===== src/rtl/pipe_ctrl_chain_pkg.sv =====
// Shared types and defaults for the pipeline control chain: stage flag bundle,
// default payload/register widths and the forwarding-select width helper.
package pipe_pkg;

  localparam int DATA_W_DEF = 32;
  localparam int RD_W_DEF   = 5;

  typedef struct packed {
    logic valid;
    logic wen;
    logic load;
    logic halt;
  } stage_flags_t;

  // A select of 0 means "register file", k means "stage k-1", so DEPTH+1 codes.
  function automatic int sel_width(input int depth);
    return $clog2(depth + 1);
  endfunction

endpackage


===== src/rtl/pipe_ctrl_chain_if.sv =====
// Bundle of fetch-side handshake, per-stage controls and stage taps for the chain.
// slave is the chain's view; master is the view of the surrounding CPU core.
interface pipe_ctrl_chain_if #(
  parameter int DEPTH  = 4,
  parameter int DATA_W = pipe_pkg::DATA_W_DEF,
  parameter int RD_W   = pipe_pkg::RD_W_DEF,
  parameter int SEL_W  = pipe_pkg::sel_width(DEPTH)
);

  logic                    in_valid;
  logic                    in_ready;
  logic [DATA_W-1:0]       in_data;
  logic [RD_W-1:0]         in_rd;
  logic                    in_wen;
  logic                    in_load;
  logic                    in_halt;
  logic [DEPTH-1:0]        stage_stall;
  logic [DEPTH-1:0]        flush_mask;
  logic [RD_W-1:0]         rs1;
  logic [RD_W-1:0]         rs2;
  logic [DEPTH-1:0]        st_valid;
  logic [DEPTH*DATA_W-1:0] st_data;
  logic [DEPTH*RD_W-1:0]   st_rd;
  logic [DEPTH-1:0]        st_wen;
  logic [SEL_W-1:0]        fwd_sel_a;
  logic [SEL_W-1:0]        fwd_sel_b;
  logic                    load_use_hz;
  logic                    halted;
`ifdef PIPE_PERF_EN
  logic [31:0]             bubble_cnt;
  logic [31:0]             stall_cnt;

  modport slave (
    input  in_valid, in_data, in_rd, in_wen, in_load, in_halt,
    input  stage_stall, flush_mask, rs1, rs2,
    output in_ready, st_valid, st_data, st_rd, st_wen,
    output fwd_sel_a, fwd_sel_b, load_use_hz, halted, bubble_cnt, stall_cnt
  );

  modport master (
    output in_valid, in_data, in_rd, in_wen, in_load, in_halt,
    output stage_stall, flush_mask, rs1, rs2,
    input  in_ready, st_valid, st_data, st_rd, st_wen,
    input  fwd_sel_a, fwd_sel_b, load_use_hz, halted, bubble_cnt, stall_cnt
  );
`else
  modport slave (
    input  in_valid, in_data, in_rd, in_wen, in_load, in_halt,
    input  stage_stall, flush_mask, rs1, rs2,
    output in_ready, st_valid, st_data, st_rd, st_wen,
    output fwd_sel_a, fwd_sel_b, load_use_hz, halted
  );

  modport master (
    output in_valid, in_data, in_rd, in_wen, in_load, in_halt,
    output stage_stall, flush_mask, rs1, rs2,
    input  in_ready, st_valid, st_data, st_rd, st_wen,
    input  fwd_sel_a, fwd_sel_b, load_use_hz, halted
  );
`endif

endinterface


===== src/rtl/pipe_ctrl_chain_stage_reg.sv =====
// One pipeline stage register; priority is flush > hold > bubble > load.
// Flush only kills the flags, payload and rd are left as they were.
module pipe_stage_reg
  import pipe_pkg::*;
#(
  parameter int DATA_W = DATA_W_DEF,
  parameter int RD_W   = RD_W_DEF
) (
  input  logic              clk,
  input  logic              rstn,
  input  logic              i_hold,
  input  logic              i_bubble,
  input  logic              i_flush,
  input  stage_flags_t      i_ld_flags,
  input  logic [DATA_W-1:0] i_ld_data,
  input  logic [RD_W-1:0]   i_ld_rd,
  output stage_flags_t      o_flags,
  output logic [DATA_W-1:0] o_data,
  output logic [RD_W-1:0]   o_rd
);

  stage_flags_t      r_flags;
  logic [DATA_W-1:0] r_data;
  logic [RD_W-1:0]   r_rd;

  always_ff @(posedge clk or negedge rstn) begin
    if (!rstn) begin
      r_flags <= '0;
      r_data  <= '0;
      r_rd    <= '0;
    end else if (i_flush) begin
      r_flags <= '0;
    end else if (!i_hold) begin
      if (i_bubble) begin
        r_flags <= '0;
        r_data  <= '0;
        r_rd    <= '0;
      end else begin
        r_flags <= i_ld_flags;
        r_data  <= i_ld_data;
        r_rd    <= i_ld_rd;
      end
    end
  end

  assign o_flags = r_flags;
  assign o_data  = r_data;
  assign o_rd    = r_rd;

endmodule


===== src/rtl/pipe_ctrl_chain.sv =====
// DEPTH-stage Dec..WB register chain: 1 cycle/stage, stalls freeze younger stages and
// drop bubbles downstream, in_ready low while held or halted. PIPE_PERF_EN adds perf counters.
module pipe_ctrl_chain
  import pipe_pkg::*;
#(
  parameter int DEPTH  = 4,
  parameter int DATA_W = DATA_W_DEF,
  parameter int RD_W   = RD_W_DEF,
  parameter int SEL_W  = sel_width(DEPTH)
) (
  input logic             clk,
  input logic             rstn,
  pipe_ctrl_chain_if.slave bus
);

  logic [DEPTH-1:0]  w_hold;
  logic [DEPTH-1:0]  w_bubble;
  logic              w_accept;
  logic              w_in_ready;
  logic              r_halted;
  logic              w_halt_set;
  logic [SEL_W-1:0]  w_sel_a;
  logic [SEL_W-1:0]  w_sel_b;

  stage_flags_t      w_flags     [DEPTH];
  logic [DATA_W-1:0] w_data      [DEPTH];
  logic [RD_W-1:0]   w_rd        [DEPTH];
  stage_flags_t      w_ld_flags  [DEPTH];
  logic [DATA_W-1:0] w_ld_data   [DEPTH];
  logic [RD_W-1:0]   w_ld_rd     [DEPTH];

  assign w_in_ready = !w_hold[0] && !r_halted;
  assign w_accept   = bus.in_valid && w_in_ready;

  for (genvar g = 0; g < DEPTH; g++) begin : g_stage
    // A stall anywhere at or beyond this stage freezes it.
    assign w_hold[g] = |bus.stage_stall[DEPTH-1:g];

    if (g == 0) begin : g_head
      assign w_ld_flags[g] = '{valid: 1'b1, wen: bus.in_wen, load: bus.in_load, halt: bus.in_halt};
      assign w_ld_data[g]  = bus.in_data;
      assign w_ld_rd[g]    = bus.in_rd;
      assign w_bubble[g]   = !w_accept;
    end else begin : g_body
      assign w_ld_flags[g] = w_flags[g-1];
      assign w_ld_data[g]  = w_data[g-1];
      assign w_ld_rd[g]    = w_rd[g-1];
      assign w_bubble[g]   = w_hold[g-1];
    end

    pipe_stage_reg #(
      .DATA_W (DATA_W),
      .RD_W   (RD_W)
    ) u_stage (
      .clk        (clk),
      .rstn       (rstn),
      .i_hold     (w_hold[g]),
      .i_bubble   (w_bubble[g]),
      .i_flush    (bus.flush_mask[g]),
      .i_ld_flags (w_ld_flags[g]),
      .i_ld_data  (w_ld_data[g]),
      .i_ld_rd    (w_ld_rd[g]),
      .o_flags    (w_flags[g]),
      .o_data     (w_data[g]),
      .o_rd       (w_rd[g])
    );

    assign bus.st_valid[g]                   = w_flags[g].valid;
    assign bus.st_wen[g]                     = w_flags[g].valid && w_flags[g].wen;
    assign bus.st_data[g*DATA_W +: DATA_W]   = w_data[g];
    assign bus.st_rd[g*RD_W +: RD_W]         = w_rd[g];
  end

  // Scan oldest to youngest so the youngest (lowest-index) producer wins.
  always_comb begin
    w_sel_a = '0;
    w_sel_b = '0;
    for (int i = DEPTH - 1; i >= 0; i--) begin
      if (w_flags[i].valid && w_flags[i].wen && (w_rd[i] == bus.rs1) && (bus.rs1 != '0))
        w_sel_a = SEL_W'(i + 1);
      if (w_flags[i].valid && w_flags[i].wen && (w_rd[i] == bus.rs2) && (bus.rs2 != '0))
        w_sel_b = SEL_W'(i + 1);
    end
  end

  assign bus.fwd_sel_a   = w_sel_a;
  assign bus.fwd_sel_b   = w_sel_b;
  assign bus.load_use_hz = w_flags[0].load &&
                           ((w_sel_a == SEL_W'(1)) || (w_sel_b == SEL_W'(1)));

  assign w_halt_set = w_flags[DEPTH-1].valid && w_flags[DEPTH-1].halt && !w_hold[DEPTH-1];

  always_ff @(posedge clk or negedge rstn) begin
    if (!rstn) begin
      r_halted <= 1'b0;
    end else if (w_halt_set) begin
      r_halted <= 1'b1;
    end
  end

  assign bus.in_ready = w_in_ready;
  assign bus.halted   = r_halted;

`ifdef PIPE_PERF_EN
  logic [31:0] r_bubble_cnt;
  logic [31:0] r_stall_cnt;

  always_ff @(posedge clk or negedge rstn) begin
    if (!rstn) begin
      r_bubble_cnt <= '0;
      r_stall_cnt  <= '0;
    end else if (!r_halted) begin
      if (!w_flags[DEPTH-1].valid && (r_bubble_cnt != 32'hFFFF_FFFF))
        r_bubble_cnt <= r_bubble_cnt + 32'd1;
      if (w_hold[0] && (r_stall_cnt != 32'hFFFF_FFFF))
        r_stall_cnt <= r_stall_cnt + 32'd1;
    end
  end

  assign bus.bubble_cnt = r_bubble_cnt;
  assign bus.stall_cnt  = r_stall_cnt;
`endif

endmodule


===== src/flat_wrapper.sv =====
// flat-port wrapper written by rule: the top's interface ports become plain ports
module pipe_ctrl_chain_flat import pipe_pkg::*;
#(
  parameter int DEPTH  = 4,
  parameter int DATA_W = DATA_W_DEF,
  parameter int RD_W   = RD_W_DEF,
  parameter int SEL_W  = sel_width(DEPTH)
)
  (clk, rstn, bus_in_valid, bus_in_data, bus_in_rd, bus_in_wen, bus_in_load, bus_in_halt, bus_stage_stall, bus_flush_mask, bus_rs1, bus_rs2, bus_in_ready, bus_st_valid, bus_st_data, bus_st_rd, bus_st_wen, bus_fwd_sel_a, bus_fwd_sel_b, bus_load_use_hz, bus_halted);
  pipe_ctrl_chain_if #(.DEPTH(DEPTH), .DATA_W(DATA_W), .RD_W(RD_W), .SEL_W(SEL_W)) bus_i ();
  input logic clk;
  input logic rstn;
  input wire logic [$bits(bus_i.in_valid)-1:0] bus_in_valid;
  input wire logic [$bits(bus_i.in_data)-1:0] bus_in_data;
  input wire logic [$bits(bus_i.in_rd)-1:0] bus_in_rd;
  input wire logic [$bits(bus_i.in_wen)-1:0] bus_in_wen;
  input wire logic [$bits(bus_i.in_load)-1:0] bus_in_load;
  input wire logic [$bits(bus_i.in_halt)-1:0] bus_in_halt;
  input wire logic [$bits(bus_i.stage_stall)-1:0] bus_stage_stall;
  input wire logic [$bits(bus_i.flush_mask)-1:0] bus_flush_mask;
  input wire logic [$bits(bus_i.rs1)-1:0] bus_rs1;
  input wire logic [$bits(bus_i.rs2)-1:0] bus_rs2;
  output wire logic [$bits(bus_i.in_ready)-1:0] bus_in_ready;
  output wire logic [$bits(bus_i.st_valid)-1:0] bus_st_valid;
  output wire logic [$bits(bus_i.st_data)-1:0] bus_st_data;
  output wire logic [$bits(bus_i.st_rd)-1:0] bus_st_rd;
  output wire logic [$bits(bus_i.st_wen)-1:0] bus_st_wen;
  output wire logic [$bits(bus_i.fwd_sel_a)-1:0] bus_fwd_sel_a;
  output wire logic [$bits(bus_i.fwd_sel_b)-1:0] bus_fwd_sel_b;
  output wire logic [$bits(bus_i.load_use_hz)-1:0] bus_load_use_hz;
  output wire logic [$bits(bus_i.halted)-1:0] bus_halted;
  assign bus_i.in_valid = bus_in_valid;
  assign bus_i.in_data = bus_in_data;
  assign bus_i.in_rd = bus_in_rd;
  assign bus_i.in_wen = bus_in_wen;
  assign bus_i.in_load = bus_in_load;
  assign bus_i.in_halt = bus_in_halt;
  assign bus_i.stage_stall = bus_stage_stall;
  assign bus_i.flush_mask = bus_flush_mask;
  assign bus_i.rs1 = bus_rs1;
  assign bus_i.rs2 = bus_rs2;
  assign bus_in_ready = bus_i.in_ready;
  assign bus_st_valid = bus_i.st_valid;
  assign bus_st_data = bus_i.st_data;
  assign bus_st_rd = bus_i.st_rd;
  assign bus_st_wen = bus_i.st_wen;
  assign bus_fwd_sel_a = bus_i.fwd_sel_a;
  assign bus_fwd_sel_b = bus_i.fwd_sel_b;
  assign bus_load_use_hz = bus_i.load_use_hz;
  assign bus_halted = bus_i.halted;
  pipe_ctrl_chain #(.DEPTH(DEPTH), .DATA_W(DATA_W), .RD_W(RD_W), .SEL_W(SEL_W)) u_core (.clk(clk), .rstn(rstn), .bus(bus_i));
endmodule

===== config.mk =====
export PLATFORM = sky130hd
export DESIGN_NAME = pipe_ctrl_chain_flat
export DESIGN_NICKNAME = d
export VERILOG_FILES = /design/src/rtl/pipe_ctrl_chain_pkg.sv /design/src/rtl/pipe_ctrl_chain_if.sv /design/src/rtl/pipe_ctrl_chain_stage_reg.sv /design/src/rtl/pipe_ctrl_chain.sv /design/src/flat_wrapper.sv
export SDC_FILE = /design/constraint.sdc
export NUM_CORES = 1
export LEC_CHECK = 0
export CAP_MARGIN = 5
export CELL_PAD_IN_SITES_DETAIL_PLACEMENT = 0
export CELL_PAD_IN_SITES_GLOBAL_PLACEMENT = 2
export CORE_MARGIN = 4
export CORE_UTILIZATION = 28
export DETAILED_ROUTE_END_ITERATION = 12
export PLACE_DENSITY_LB_ADDON = 0.1
export SLEW_MARGIN = 10
export SYNTH_ARGS = -nofsm -noshare
export SYNTH_HDL_FRONTEND = slang
export SYNTH_SLANG_ARGS = --single-unit

===== constraint.sdc =====
create_clock -name clk -period 2.2 [get_ports clk]
set_clock_uncertainty 0.2 [all_clocks]
set_input_delay 0.22 -clock clk [delete_from_list [all_inputs] [get_ports clk]]
set_output_delay 0.22 -clock clk [all_outputs]
set_load 0.05 [all_outputs]

== Yosys cells after proc, flatten, opt, wreduce, memory -nomap -nowiden ==
Index checks and enable logic that the tools add are counted.

* Register bits: 164
* Bits of input ports: 61
* Output and inout port bits: 165
* Word-level logic and storage cells: 112

* Equality and inequality tests: 14
* Multiplexer cells: 28
* Bitwise gates (word level): 8
* Reduce and logical (&&, ||, !) cells: 38

{| class="wikitable"
|+ Operators by type and width
! operator !! number
|-
| $mux W32 || 4
|-
| $mux W4 || 12
|-
| $eq A5 B5 Y1 || 8
|-
| $logic_and A1 B1 Y1 || 25
|-
| $mux W3 || 8
|-
| $mux W5 || 4
|-
| $reduce_bool A5 Y1 || 2
|-
| $not A1 Y1 || 8
|-
| $reduce_and A2 Y1 || 4
|-
| $eq A3 B1 Y1 const B || 2
|-
| $ne A2 B2 Y1 const B || 3
|-
| $reduce_or A4 Y1 || 1
|-
| $logic_not A1 Y1 || 3
|-
| $reduce_or A3 Y1 || 1
|-
| $ne A2 B1 Y1 const B || 1
|-
| $reduce_or A2 Y1 || 1
|-
| $logic_or A1 B1 Y1 || 1
|}

== Logic depth before layout (Yosys ltp) ==
Gate-level depths: netlist of run 1.

* Depth in word-level cells: 10
* Gate-level depth with buffers: 7
* Mapped depth without buffers: 4

== Modules after synthesis ==
From an unflattened synthesis of run 1, not the netlist that was laid out.

* Cells, all modules: 802
* Area total of the unflattened synthesis: 8,200.4 µm²

{| class="wikitable"
|+ Modules (own cells, without submodules)
! module !! times used !! cells an instance !! area each (µm²) !! sequential area each (µm²)
|-
| pipe_stage_reg || 4 || 176 || 1,861.8 || 1,026.0
|-
| pipe_ctrl_chain || 1 || 98 || 753.2 || 25.0
|}

== Worst setup path after synthesis of run 1 ==
OpenSTA, ideal clock, no wires.

* Path kind: register to output
* From: register u_core.g_stage[3].u_stage.r_rd[0]
* To: output bus_fwd_sel_a[2]
* Data arrival time: 2.955 ns
* Required time: 1.780 ns
* Slack: -1.175 ns
* Stages on the path, launching flop included: 5
* Path buffers: 0
* Cells stage by stage: dfrtp_1 xnor2_1 nand4_1 or4_1 nor4b_1

* Cells in the longest elaborated chain, start to end: 7

{| class="wikitable"
|+ RTL lines
! element !! RTL line !! RTL
|-
| start: declaration || pipe_ctrl_chain_stage_reg.sv:24 || <nowiki>logic [RD_W-1:0] r_rd;</nowiki>
|-
| start signal: assignment || pipe_ctrl_chain_stage_reg.sv:41 || <nowiki>r_rd <= i_ld_rd;</nowiki>
|-
| $eq A5 B5 Y1 || pipe_ctrl_chain.sv:79 || <nowiki>if (w_flags[i].valid && w_flags[i].wen && (w_rd[i] == bus.rs1) && (bus.rs1 != '0))</nowiki>
|-
| $logic_and A1 B1 Y1 (2 in a row) || pipe_ctrl_chain.sv:79 ||
|-
| $mux W3 (4 in a row) || pipe_ctrl_chain.sv:79 ||
|-
| end: declaration || flat_wrapper.sv:28 || <nowiki>output wire logic [$bits(bus_i.fwd_sel_a)-1:0] bus_fwd_sel_a;</nowiki>
|}

Every way passes these cells.

== Worst setup path after layout of run 1 ==
* From: register u_core.g_stage[2].u_stage.r_rd[0]
* To: output bus_fwd_sel_a[1]

* Cells in the longest elaborated chain, start to end: 6

{| class="wikitable"
|+ RTL lines
! element !! RTL line
|-
| start: declaration || pipe_ctrl_chain_stage_reg.sv:24
|-
| start signal: assignment || pipe_ctrl_chain_stage_reg.sv:41
|-
| $eq A5 B5 Y1 || pipe_ctrl_chain.sv:79
|-
| $logic_and A1 B1 Y1 (2 in a row) || pipe_ctrl_chain.sv:79
|-
| $mux W3 (3 in a row) || pipe_ctrl_chain.sv:79
|}

Every way passes these cells.

==> results of run 1 <==
## critical path, stage by stage (launching register included)
cell and delay [ns]:
dfrtp_2 0.45, xnor2_1 0.15, nand4_1 0.14, or4_4 0.45, buf_6 0.15, a21oi_4 0.17
buf_12 0.15
## power by group
part / leakage [µW] / switching, µW / internal (µW) / total (µW)
registers: 0.00220 / 242 / 3230 / 3470
logic: 0.00244 / 1430 / 878 / 2310
clock network: 0.000274 / 1270 / 1640 / 2910
total: 0.00491 / 2950 / 5740 / 8690
## through the flow
stage | cell area [µm²] | worst slack [ns] | utilization
after floorplan | 6940 | -0.151 | -
after global placement | 9970 | -0.333 | 0.411
after detailed placement | 9970 | -0.379 | 0.411
after CTS | 10800 | -0.315 | 0.446
after global routing | 10900 | -0.371 | 0.449
final | 10900 | -0.286 | 0.449
## synthesized netlist by cell type (2+ instances only)
cell      number
a21oi_1        9
a22o_1        87
and2_1         2
buf_1          2
buf_2          4
buf_4          4
buf_6          5
clkbuf_1      38
dfrtp_1      162
inv_1          6
nand2_1      103
nand2b_1      31
nand3b_1      34
nand4_1        7
nor2_1        15
nor3_1         4
nor3b_1        5
nor4_1         5
o21ai_0       33
o21bai_1       2
or2_2          3
or3_4          2
or4_1          5
xnor2_1       26
xor2_1        12
## path summary, 6_finish.rpt
kind	start	end	slack (ns)	cells after the start
hold reg to reg	u_core.g_stage[1].u_stage.o_data[15]	u_core.g_stage[1].u_stage.o_data[15]	0.29	2
setup reg to reg	u_core.bus.halted	u_core.g_stage[0].u_stage.o_data[2]	0.80	3
min in group clk	bus_in_data[30]	u_core.g_stage[0].u_stage.o_data[30]	0.19	2
hold / removal	rstn	u_core.g_stage[3].u_stage.o_rd[1]	0.05	2
max in group asynchronous	rstn	u_core.g_stage[2].u_stage.o_data[25]	1.10	3
setup / recovery	u_core.g_stage[2].u_stage.o_rd[0]	bus_fwd_sel_a[1]	-0.29	6
## logic make-up (layout without fill, tap and decap cells)
| kind of cell | after synthesis | in the layout | share of synthesized area |
|---|---|---|---|
| AOI/OAI and AO/OA | 138 | 138 | 0.152 |
| xor gates and xnor gates | 38 | 38 | 0.0484 |
| buffers and inverters | 59 | 340 | 0.0406 |
| and+or+nand+nor | 220 | 220 | 0.169 |
| DFF | 162 | 162 | 0.590 |
## flip-flops by register name, summed over array words and instances, names as in the netlist
signal and cells:
u_core.bus.halted 1, u_core.g_stage.u_stage.o_flags 13, u_core.g_stage.u_stage.o_data 128, u_core.g_stage.u_stage.o_rd 20
## final cells by class
class / instances / area (µm²)
tap: 324 / 405
inverter: 6 / 22.5
clock inverter: 13 / 125
clock buffer: 19 / 453
multi-input combinational: 396 / 2780
timing repair buffer: 302 / 3030
sequential: 162 / 4070
fill: 2283 / 13400
## per-layer routing
metal  vias to the layer above  share of wire  wire length, µm  track usage
met5                         -        0.00055               13            0
met4                         2          0.015              363       0.0495
met3                        28          0.055             1310       0.0452
met2                       150           0.46            11000        0.278
met1                      2837           0.47            11100        0.249
li1                       2678              -                -            -
## repair_timing
item                                    CTS  global route
endpoints found under the hold margin   162             0
hold buffers                              1             0
gates resized for setup                  54            13
setup buffers                            14             3
endpoints found under the setup margin   19            11
pin swaps                                18            10
==> flow_summary.toml, run 1 <==
[outcome]
status = "finished with violations"
violations = "setup timing"

[worst_setup_path]
cp_max_fo = 3
worst_ep_arrival_time_ns = 2.07
crit_path_end_kind = "output pin"
startpoint_type = "flop"
worstSetupPathType = "reg -> out"
crit_required_ns = 1.78

[synthesis]
synth_area_um2 = 6870
ys_types = 36
synth_edf_count = 0
async_reset_ff_frac = 1.00
synth_fp_nets = 678
synth_seq_area_share = 0.590
yosys_most_used_dff = "dfrtp_1"
avgSynthCellArea_um2 = 11.1
synth_top_cell_area_share = 0.590
synthTopCellsByArea = "dfrtp_1 (59%), a22o_1 (11%), nand2_1 (5.6%), nand3b_1 (3.7%), xnor2_1 (3.3%)"
synthCells = 617
yosysWarnings = 0
ys_ff_latch = 162
synth_top_cell_by_area = "dfrtp_1"

[sta]
post-route-period-util = 1.13
relSlewSlack = 0.598
setup_viol = 7
worst_pin_slew_ns = 0.602
worst_slack_ns = -0.286
hold_viol_final = 0
slew_viol_final = 0
hold_ws_ns = 0.0465
fin_crit_ns = 2.49
fmax_ghz = 0.402
tns_ns = -1.48
rsz0062_at_grt = "yes"

[power]
power.leakage_uw = 0.00491
vdd_drop_max_uv = 444
power.density_nw_per_um2 = 798
p_total_uw = 8690

[final_layout]
final_common_cell = "clkdlybuf4s50_1"
mostFrequentLayoutCells = "clkdlybuf4s50_1 (191), dfrtp_1 (150), nand2_1 (101), a22o_1 (87), buf_4 (60)"
fin_nets = 946
n_antenna_cell = 0
area_growth_syn_to_layout_pct = 58.5
layout.cells.non_filler = 1222
drive_above_1_share = 0.195

[detailed_routing]
drc = 0
first_iter_violations = 290
avgViaCountPerCell = 4.66
vias = 5695
first_pass_iters = 4
wire_per_inst_um = 19.4
ant_nets = 0
wl_mm = 23.8

[placed_design]
dpl.hpwl_mm = 16.7
gp_congestion = 0.873
port_buffers = 225
dp_cells = 1172

[clock_network]
cts.sinks = 162
cts_htree_levels = 4
cts_buffer_depth = 2
cts_made_buffers = 17
clk_latency_ns = 0.42
clock-root-buffer = "clkbuf_16"
cts_tree = "built"
clk_pin_slew_worst_paths_ns = 0.06

[floorplan]
io_pins = 226
dieArea_um2 = 27100
coreArea_um2 = 24200
fp.dieW_um = 165
rows = 57
die_h_um = 165
initial_core_util = 0.283

[min_path]
min_path_type = "in -> async"

[global_route]
grt_max_degree = 59
grt_pass1_vias = 6198
antenna_found_initial = 1
gr-total-overflow = 0
grt_pass1_wl_mm = 37.0
grtUsageTotal = 0.179

[run]
drv_cap = 0
Note: power is estimated with default switching activity, not from simulation.
==> inputs of run 2 (changes only) <==
REMOVE_ABC_BUFFERS = 1   (was not set)
SLEW_MARGIN = 20   (was 10)
==> flow_summary.toml, run 2 (synthesis gave the netlist of run 1 again) <==
[outcome]
status = "finished with violations"
violations = "setup timing"

[worst_setup_path]
worst_ep_arrival_time_ns = 2.10
worstSetupPathType = "in -> out"
cp_num_buf_inv = 4
rrSetupSlack_ns = 0.76
worst-r2r-cell-count = 3
startpoint_type = "primary input"
cp_slowest_cell = "clkdlybuf4s50_1"
r2r-start = "u_core.bus.halted"
r2r-end = "u_core.g_stage[0].u_stage.o_data[7]"
crit_path_end_kind = "output pin"
slowest_delay_ns = 0.47
cp_max_fo = 4
worstSetupEndpoint = "bus_fwd_sel_b[2]"
crit_chain = "clkdlybuf4s50_1 > buf_4 > xor2_1 > nor4_2 > nand4_1 > nor4_2 > buf_4 > buf_12"
cp-startpoint = "bus_rs2[2]"
crit_required_ns = 1.78
path_delay_family = "buffers and inverters"
cp.depth = 8

[floorplan]
rows = 57
fp.dieW_um = 165
coreArea_um2 = 24200
die_h_um = 165
io_pins = 226
initial_core_util = 0.283
dieArea_um2 = 27100

[sta]
slew_viol_final = 0
worst_pin_slew_ns = 0.566
setup_viol = 7
rsz0062_at_grt = "yes"
relSlewSlack = 0.621
hold_viol_final = 0
post-route-period-util = 1.15
fin_crit_ns = 2.52
worst_slack_ns = -0.325
hold_ws_ns = 0.102
fmax_ghz = 0.396

[min_path]
min_path_type = "in -> async"

[final_layout]
ff_latch_area_um2 = 4070
largest_reg_flops = 128
fin_util = 0.445
mostFrequentLayoutCells = "clkdlybuf4s50_1 (189), dfrtp_1 (151), nand2_1 (103), a22o_1 (87), buf_4 (63)"
final_common_cell = "clkdlybuf4s50_1"
multi_input_area_um2 = 2750
n_antenna_cell = 0
layout.cells.non_filler = 1217
area_growth_syn_to_layout_pct = 57.1
fin_nets = 942
stdcell_area_um2 = 10800
num-fill-cells = 2329
drive_above_1_share = 0.186

[detailed_routing]
wire_per_inst_um = 19.9
drc = 0
wl_mm = 24.2
first_iter_violations = 329
avgViaCountPerCell = 4.75
first_pass_iters = 5
vias = 5780
ant_nets = 0

[power]
pwr-share-clk = 0.327
power.leakage_uw = 0.00487
power_switching_uw = 2950
power.density_nw_per_um2 = 789
share_comb_of_total_power = 0.265
p_int_uw = 5570
vdd_drop_max_uv = 446
power_frac_seq = 0.409
p_sw_frac = 0.346

[placed_design]
dpl_cell_area_um2 = 9950
pre_cts_slack_ns = -0.450
dp_cells = 1177
gp_congestion = 0.915
port_buffers = 225
dpl.hpwl_mm = 17.4

[run]
drv_cap = 0

[global_route]
antenna_found_initial = 0
gr-total-overflow = 0
grt_pass1_wl_mm = 36.8
grtUsageTotal = 0.178
grt_pass1_vias = 5973
grt_max_degree = 48

[clock_network]
cts_tree = "built"
cts_htree_levels = 4
clk_latency_ns = 0.41
cts_buffer_depth = 2
clock-root-buffer = "clkbuf_16"
cts.sinks = 162
clk_pin_slew_worst_paths_ns = 0.07
cts_made_buffers = 17
[run 2: changes by cell type in the layout (fill, tap and decap cells not counted), sizes merged]
| cell | before | now |
|---|---|---|
| bufinv | 1 | 0 |
| clkdlybuf4s50 | 191 | 189 |
| clkinv | 4 | 3 |
| buf | 90 | 88 |
| dlymetal6s2s | 4 | 7 |
| inv | 10 | 11 |
| dlygate4sd2 | 16 | 13 |
[run 2: worst reg2reg max path, delay by kind of cell, from the launching register on]
kind            cells  cell delay, ns
simple gates        1            0.32
compound gates      1            0.17
buf+inv             1            0.22
flops               1            0.48
[run 2: metrics by stage]
stage	TNS [ns]	total power (µW)
after floorplan	-19.35	4710
final	-1.86	8510
after global routing	-2.48	8890
after CTS	-1.94	8620
after detailed placement	-23.90	5740
after global placement	-22.46	5740
[run 2: repair_timing]
action                     CTS  global route
hold buffers                 1             0
gates resized for setup     51            22
setup buffers                6             2
hold endpoints to repair   120             0
setup endpoints to repair   19            13
pin swaps                   13            12
[run 2: layout make-up]
cell class | count | area share
Clock inverter | 12 | 0.00939
Sequential cell | 162 | 0.377
Timing Repair Buffer | 298 | 0.278
Clock buffer | 19 | 0.0410
Tap cell | 324 | 0.0376
Inverter | 6 | 0.00209
Multi-Input combinational cell | 396 | 0.255
[run 2: worst min path at each step]
| stage | start | endpoint | slack [ns] | depth (start not counted) |
|---|---|---|---|---|
| 3_3_place_gp | rstn | u_core.g_stage[2].u_stage.o_data[14] | -0.006 | 1 |
| 3_5_place_dp | rstn | u_core.g_stage[2].u_stage.o_data[14] | -0.005 | 1 |
| 6_report | rstn | u_core.g_stage[2].u_stage.o_data[14] | 0.10 | 2 |
| 2_1_floorplan | rstn | u_core.bus.halted | -0.28 | 0 |
| 4_1_cts | rstn | u_core.g_stage[2].u_stage.o_data[14] | 0.11 | 2 |
| 5_1_grt | rstn | u_core.g_stage[2].u_stage.o_data[14] | 0.13 | 2 |
[run 2: per-layer routing]
layer / track usage / up-vias / part of all wire
li1: - / 2680 / -
met1: 0.247 / 2886 / 0.46
met2: 0.280 / 193 / 0.47
met3: 0.0424 / 21 / 0.059
met4: 0.0510 / 0 / 0.013
met5: 0 / - / 0
[run 2: power by group through the flow]
stage                     combinational, µW  clock [µW]  sequential, µW
after floorplan                         362           0            4350
after global placement                 2200           0            3530
after detailed placement               2210           0            3540
after CTS                              2260        2880            3480
after global routing                   2370        3000            3520
final                                  2250        2780            3480
